--- config.mk ---
export PLATFORM = sky130hd
export DESIGN_NAME = alu_flop_stage
export DESIGN_NICKNAME = d
export VERILOG_FILES = /design/src/rtl/alu_flop_stage.sv
export SDC_FILE = /design/constraint.sdc
export NUM_CORES = 1
export LEC_CHECK = 0
export BUFFER_PORTS_ARGS = -buffer_cell sky130_fd_sc_hd__buf_2
export CAP_MARGIN = 10
export CORE_UTILIZATION = 36
export CTS_BUF_LIST = sky130_fd_sc_hd__clkbuf_8
export CTS_CLUSTER_SIZE = 40
export DETAILED_ROUTE_END_ITERATION = 10
export PLACE_DENSITY = 0.58
export REMOVE_ABC_BUFFERS = 1
export SLEW_MARGIN = 30
export SYNTH_ARGS = -nofsm -noshare
export SYNTH_HDL_FRONTEND = slang
export SYNTH_SLANG_ARGS = --single-unit
--- constraint.sdc ---
create_clock -name clk -period 5.2 [get_ports clk]
set_input_delay 0.52 -clock clk [delete_from_list [all_inputs] [get_ports clk]]
set_output_delay 0.52 -clock clk [all_outputs]
set_load 0.03 [all_outputs]
--- src/rtl/alu_flop_stage.sv ---
// Purpose : execute-stage block for a multicycle MIPS datapath: a combinational
//           ALU with zero flag, an every-cycle result register and a load-enabled
//           holding register.
// Latency : result/zero combinational; aluout 1 cycle after the operands; q 1 cycle after d with en.
// Backpres: none; aluout captures every edge, q loads only when en is high.
//
// Ports
//   clk        rising-edge clock
//   reset      asynchronous, active-high reset of aluout and q (not result/zero)
//   a, b       ALU operands (srca, srcb)
//   alucontrol operation select; bit 2 inverts b and supplies the adder carry-in
//   en, d      load enable and data input of the holding register
//   result     combinational ALU result
//   zero       1 when result is all zeros
//   aluout     registered ALU result
//   q          holding register output
//
// Build option: define ALU_NOR_EN to make alucontrol 011 produce ~(a | b);
// otherwise 011 produces 0.
module alu_flop_stage #(
   parameter int WIDTH = 32
) (
   input  logic             clk,
   input  logic             reset,
   input  logic [WIDTH-1:0] a,
   input  logic [WIDTH-1:0] b,
   input  logic [2:0]       alucontrol,
   input  logic             en,
   input  logic [WIDTH-1:0] d,
   output logic [WIDTH-1:0] result,
   output logic             zero,
   output logic [WIDTH-1:0] aluout,
   output logic [WIDTH-1:0] q
);

   logic [WIDTH-1:0] w_bb;
   logic [WIDTH-1:0] w_sum;
   logic             w_lt;
   logic [WIDTH-1:0] w_result;
   logic [WIDTH-1:0] r_aluout;
   logic [WIDTH-1:0] r_q;

   // Inverting b and injecting alucontrol[2] as carry-in turns the adder into
   // a subtractor for 110/111 without a separate datapath.
   assign w_bb  = alucontrol[2] ? ~b : b;
   assign w_sum = a + w_bb + {{(WIDTH-1){1'b0}}, alucontrol[2]};

   // Signed less-than: when the sign bits differ the difference can overflow,
   // so the answer is simply a's sign; otherwise the sign of a - b is exact.
   assign w_lt = (a[WIDTH-1] != b[WIDTH-1]) ? a[WIDTH-1] : w_sum[WIDTH-1];

   always_comb begin
      w_result = '0;
      case (alucontrol)
         3'b000:  w_result = a & w_bb;
         3'b001:  w_result = a | w_bb;
         3'b010:  w_result = w_sum;
`ifdef ALU_NOR_EN
         3'b011:  w_result = ~(a | b);
`else
         3'b011:  w_result = '0;
`endif
         3'b100:  w_result = a & w_bb;
         3'b101:  w_result = a | w_bb;
         3'b110:  w_result = w_sum;
         3'b111:  w_result = {{(WIDTH-1){1'b0}}, w_lt};
         default: w_result = '0;
      endcase
   end

   assign result = w_result;
   assign zero   = ~|w_result;

   // ALUOut: captures the ALU result on every edge.
   always_ff @(posedge clk or posedge reset) begin
      if (reset) begin
         r_aluout <= '0;
      end else begin
         r_aluout <= w_result;
      end
   end

   // PC/IR-style holding register.
   always_ff @(posedge clk or posedge reset) begin
      if (reset) begin
         r_q <= '0;
      end else if (en) begin
         r_q <= d;
      end
   end

   assign aluout = r_aluout;
   assign q      = r_q;

endmodule

==> results_dict.tcl, run 1 <==
set metrics [dict create \
    ys_ff_latch 64 \
    die_area_um2 16200 \
    max_freq_mhz 208 \
    area_delta_synth_final_pct 25.9 \
    clockBufferDepth 2 \
    rows 45 \
    clkPwrFrac_pct 22.4 \
    setup_viol 0 \
    peakVddDrop_v 0.000135 \
    finalPower_mw 2.01 \
    grt_pass1_wl_um 26400 \
    p_per_area_nw_per_um2 283 \
    period_share_pct 92.3 \
    crit_fanout 10 \
    r2r_slack_ns 4.42 \
    relSlewSlack_pct 43.3 \
    ys_seq_area_share_pct 28.3 \
    dp_hpwl_um 13700 \
    drc 0 \
    synth_flop_cell "dfrtp_1" \
    cts.hold.buffers_added 0 \
    root_buffer "clkbuf_8" \
    r2r_start "q[23]" \
    grt_pass1_vias 5000 \
    cp_slowest_cell "a2111oi_2" \
    r2r-end "q[23]" \
    dp_slack_ns 0.277 \
    dr.pass1.iters 5 \
    antenna_cells 0 \
    core_um2 15300 \
    endpoint_kind "primary output" \
    gp_congestion 0.940 \
    startpoint "alucontrol[2]" \
    switchingPower_mw 0.879 \
    clk_latency_ns 0.35 \
    met1_usage_pct 28.0 \
    synth_cell_type_count 72 \
    crit_path_start_kind "primary input" \
    wl_per_cell_um 16.1 \
    ant_nets 0 \
    num_vias 5415 \
    grt-busiest-layer "met2" \
    crit_chain "clkbuf_4 -> buf_4 -> xor2_1 -> inv_1 -> ha_1 -> a21oi_1 -> o21ai_0 -> a2111oi_2 -> buf_4 -> a211oi_1 -> buf_4 -> o41ai_2 -> xor2_1 -> o22ai_1 -> nor3_1 -> nor4bb_1 -> buf_2" \
    overflow 0 \
    clock-sinks 64 \
    setup_ws_ns 0.401 \
    yosys_warnings 0 \
    tns_ns 0 \
    hold_viol 0 \
    htreeDepth 3 \
    cts_tree "done" \
    grt_use_met3_pct 3.98 \
    syn_inst 647 \
    power.internal_mw 1.13 \
    syn_area_um2 5650 \
    track_usage_pct 21.2 \
    period_needed_ns 4.80 \
    routed_wirelength_um 17100 \
    skew_ns 0 \
    crit_type "primary input to primary output" \
    port_buffers 198 \
    crit_top_cell "buf_4" \
    grt_max_degree 65 \
    combPwrFrac_pct 48.9 \
    drive_gt1_share_pct 33.6 \
    antenna_found_initial 1 \
    cp.arrival_ns 4.28 \
    swShare_pct 43.7 \
    synth.avg_cell_area_um2 8.74 \
    reg2regPathDepth 1 \
    p_seq_share_pct 28.7 \
    slew_violations 0 \
    tightest_slew_ns 0.851 \
    rsz0062_at_grt "false" \
    die_h_um 127 \
    hold_class "primary input to flip-flop" \
    critPathRequiredTime_ns 4.68 \
    cts_made_buffers 9 \
    critPathCapture "zero" \
    fin_nets 1013 \
    max_stage_delay_ns 0.42 \
    vias_per_cell 5.10 \
    die_w_um 127 \
    power_leakage_nw 3.66 \
    first_iter_violations 282 \
    boundaryPins 199 \
    cap_violations 0 \
    status "complete, no violations" \
    clk_pin_slew_worst_paths_ns 0.09 \
    synth_edf_count 0 \
    initial_core_util_pct 37.1 \
    use_met2_pct 33.8 \
    async_reset_ff_share_pct 100 \
]
[power groups by stage]
| stage | Sequential (mW) | Clock [mW] | Combinational [mW] |
|---|---|---|---|
| floorplan | 0.717 | 0 | 0.528 |
| global placement | 0.586 | 0 | 0.974 |
| detailed placement | 0.587 | 0 | 0.972 |
| CTS | 0.578 | 0.468 | 0.975 |
| global route | 0.584 | 0.484 | 1.07 |
| finish | 0.577 | 0.452 | 0.983 |
[worst max-delay path: cells and delay by family]
| family | cells | cell delay, ns |
|---|---|---|
| adder cells (fa/ha/maj) | 1 | 0.38 |
| XOR/XNOR | 2 | 0.36 |
| buffers and inverters | 6 | 1.13 |
| AND/OR/NAND/NOR | 2 | 0.44 |
| AO/OA/AOI/OAI | 6 | 1.43 |
[cells in the mapped netlist, types with 2 or more instances]
master	n	area, µm²
nor3_1	12	60.1
clkinv_1	2	7.51
nand3_1	5	25.0
o221ai_1	2	17.5
nand4_1	5	31.3
clkbuf_1	11	41.3
nor4_1	4	25.0
a21o_1	12	90.1
o31a_1	3	26.3
nor2b_1	5	31.3
o21ai_0	36	180
and3_1	7	43.8
o311ai_0	3	26.3
nand4bb_1	2	22.5
o32ai_1	5	43.8
o21a_1	7	52.6
and2_1	4	25.0
xor2_1	40	350
buf_4	4	30.0
buf_1	6	22.5
xnor2_1	13	114
o22ai_1	16	100
nor2_1	35	131
nand2_1	51	191
or2_2	2	12.5
a31oi_1	10	62.6
nand2b_1	6	37.5
o211ai_1	7	52.6
o31ai_1	4	30.0
dfrtp_1	64	1600
ha_1	64	801
buf_6	2	22.5
mux2_2	32	360
or3_1	2	12.5
a211oi_1	14	105
buf_2	6	30.0
a2111oi_2	2	30.0
a21oi_1	38	190
inv_1	71	267
[sequential cells by signal, indices dropped and copies added, names as in the netlist]
name,flops
aluout,32
q,32
[final cells by class]
type	count	area, µm²
repair buffers	217	1140
fillers	1576	8140
inverters	73	274
well taps	211	264
clock buffers	10	138
multi-input cells	481	3650
clock inverters	6	60.1
flip-flops and latches	64	1600
[cell usage in the layout (no fill, tap or decap), types with 32 or more instances in the layout]
master / synthesis / final
mux2_2: 32 / 32
buf_2: 6 / 197
o21ai_0: 36 / 35
dfrtp_1: 64 / 64
nor2_1: 35 / 35
ha_1: 64 / 64
xor2_1: 40 / 40
a21oi_1: 38 / 37
nand2_1: 51 / 51
inv_1: 71 / 71
[what timing repair did]
action / 4_1_cts / 5_1_grt
resized for setup: 0 / 5
setup endpoints to repair: 0 / 1
buffers inserted: 0 / 2
[worst min path at each step]
stage,startpoint,to,slack [ns],depth (start not counted)
detailed placement,q[13],q[13],0.49,1
global route,d[11],q[11],0.37,2
CTS,d[11],q[11],0.35,2
floorplan,d[0],q[0],0.67,1
finish,d[11],q[11],0.38,2
global placement,q[8],q[8],0.48,1
[cell families after synthesis]
logic type      Yosys count  synth area share, %
compound gates          179                 21.4
simple gates            150                 13.1
buf+inv                 102                 7.44
fa+ha+maj                65                 14.5
flops                    64                 28.3
xor+xnor                 53                 8.21
mux                      34                 6.95
[metal layers]
metal  vias up  routed length, µm
met2       229               7530
met4         2                442
li1       2673                  -
met1      2477               7890
met5         -                 14
met3        34               1210
[per-stage QoR]
stage	hold WS (ns)	instance area, µm²	cells	util, %
2_1_floorplan	0.672	5510	618	-
3_3_place_gp	0.484	6890	1044	45.2
3_5_place_dp	0.490	6890	1044	45.2
4_1_cts	0.354	7090	1060	46.5
5_1_grt	0.368	7120	1062	46.7
6_report	0.375	7120	1062	46.7
Power figures use the tool's default switching activity.
==> run 2: changes to the inputs <==
--- a/config.mk
+++ b/config.mk
@@ -5,13 +5,13 @@
 export SDC_FILE = /design/constraint.sdc
 export NUM_CORES = 1
 export LEC_CHECK = 0
-export BUFFER_PORTS_ARGS = -buffer_cell sky130_fd_sc_hd__buf_2
 export CAP_MARGIN = 10
 export CORE_UTILIZATION = 36
 export CTS_BUF_LIST = sky130_fd_sc_hd__clkbuf_8
 export CTS_CLUSTER_SIZE = 40
 export DETAILED_ROUTE_END_ITERATION = 10
-export PLACE_DENSITY = 0.58
+export DONT_BUFFER_PORTS = 1
+export PLACE_DENSITY = 0.47
 export REMOVE_ABC_BUFFERS = 1
 export SLEW_MARGIN = 30
 export SYNTH_ARGS = -nofsm -noshare
==> run 2 against run 1 <==
  * Via count is 13% lower
  * Highest routed layer is now met4
  * Power down 7.7%
  * Routed wire length is 0.12% lower
  * Maximum frequency down 0.39%
  * Clock power shrank 4.6%
  * Combinational power is 28% lower
  * First-iteration DRC count decreased by 0.35%
  * Sequential power up 25%
  * Die area unchanged
  * Final cell count shrank 18%
  * Cell area shrank 14%
  * Clock-buffer cell count stayed put
==> results_dict.tcl, run 2 (synthesis results as in run 1) <==
set metrics [dict create \
    met3WireLength_um 1300 \
    die_area_um2 16200 \
    first_iter_violations 281 \
    path_buf_inv 2 \
    max_freq_mhz 208 \
    setup_viol 0 \
    cap_violations 0 \
    peakVddDrop_v 0.0000895 \
    vias_per_cell 5.44 \
    grt_pass1_vias 4645 \
    dr.pass1.iters 4 \
    setup_ws_ns 0.382 \
    wl_met2_um 8240 \
    clockBufferDepth 2 \
    tns_ns 0 \
    status "complete, no violations" \
    dp_hpwl_um 13600 \
    fin_nets 817 \
    cts.hold.buffers_added 1 \
    rsz0062_at_grt "false" \
    rows 45 \
    overflow 0 \
    ctsResizeCount 0 \
    clk_pin_slew_worst_paths_ns 0.08 \
    ant_nets 0 \
    antenna_cells 0 \
    num_vias 4709 \
    critPathRequiredTime_ns 4.68 \
    antenna_found_initial 0 \
    p_per_area_nw_per_um2 302 \
    wirelength_met1_um 7330 \
    tightest_slew_ns 0.988 \
    crit_fanout 35 \
    die_w_um 127 \
    crit_type "primary input to primary output" \
    boundaryPins 199 \
    hold_viol 0 \
    instances_no_fill 866 \
    endpoint_kind "primary output" \
    cp.arrival_ns 4.30 \
    routed_wirelength_um 17100 \
    finalPower_mw 1.86 \
    power_leakage_nw 2.86 \
    htreeDepth 3 \
    slew_violations 0 \
    crit_path_start_kind "primary input" \
    cts_setup_buffers 0 \
    gp_congestion 0.899 \
    die_h_um 127 \
    cts_made_buffers 9 \
    initial_core_util_pct 37.1 \
    crit_chain "xor2_1 -> inv_1 -> fa_1 -> nand2b_1 -> a211oi_1 -> o21ai_0 -> a211oi_1 -> o31ai_1 -> xor2_1 -> o22ai_1 -> nor3_1 -> nor4bb_1 -> buf_4" \
    layout_commonest_cell "inv_1" \
    wl_per_cell_um 19.7 \
    area_delta_synth_final_pct 8.63 \
    clk_latency_ns 0.33 \
    period_needed_ns 4.82 \
    placed_area_um2 5930 \
    drc 0 \
    period_share_pct 92.7 \
    grt_max_degree 70 \
    port_buffers 0 \
    design_area_um2 6140 \
    root_buffer "clkbuf_8" \
    cp_slowest_cell "a211oi_1" \
    dp_cells 849 \
    skew_ns 0 \
    drive_gt1_share_pct 13.4 \
    grt_pass1_wl_um 26400 \
    cpLargestDelayFamily "compound AO/OA/AOI/OAI gates" \
    final_cell_mix "inv_1 (71), ha_1 (64), dfrtp_1 (64)" \
    core_um2 15300 \
    clock-sinks 64 \
    top_layer_used "met4" \
    relSlewSlack_pct 34.2 \
    cts_tree "done" \
    max_stage_delay_ns 0.66 \
    dp_slack_ns 0.549 \
    hold_class "primary input to flip-flop" \
    track_usage_pct 21.1 \
]
-- run 2: cell types whose count changed in the layout (fill, tap and decap cells not counted), sizes merged --
| cell | previous run | this run |
|---|---|---|
| buf | 216 | 20 |
| clkbuf | 11 | 10 |
| dlygate4sd3 | 0 | 1 |
-- run 2: layer usage --
| layer | global-route usage, % | vias to the layer above |
|---|---|---|
| met2 | 36.3 | 175 |
| met3 | 5.03 | 9 |
| met4 | 5.81 | 0 |
| met1 | 26.4 | 2237 |
| met5 | 0 | - |
| li1 | - | 2288 |
-- run 2: final timing paths --
kind	slack, ns	cells after the start	end	start
min in group asynchronous	0.57	2	aluout[3]	reset
setup reg to reg	4.24	1	q[9]	q[9]
setup / recovery	0.38	13	zero	alucontrol[2]
max in group asynchronous	3.66	3	q[10]	reset
hold / removal	0.33	1	q[27]	d[27]
hold reg to reg	0.75	1	q[11]	q[11]
-- run 2: cell type report --
| cell class | count | area [µm²] |
|---|---|---|
| tap | 211 | 264 |
| fill | 1535 | 9120 |
| inverter | 73 | 274 |
| clock inverter | 6 | 60.1 |
| multi-input combinational | 481 | 3640 |
| sequential | 64 | 1600 |
| clock buffer | 10 | 138 |
| timing repair buffer | 21 | 160 |
-- run 2: stage by stage --
step	hold slack, ns	utilization [%]
after floorplan	0.672	-
after global placement	0.337	38.9
after detailed placement	0.358	38.9
after global routing	0.311	40.3
after CTS	0.308	40.3
final	0.327	40.3
-- run 2: power by group --
part | internal, mW | total, mW | switching [mW]
Combinational | 0.258 | 0.706 | 0.448
Clock | 0.232 | 0.431 | 0.199
Sequential | 0.558 | 0.720 | 0.162
Total | 1.05 | 1.86 | 0.808
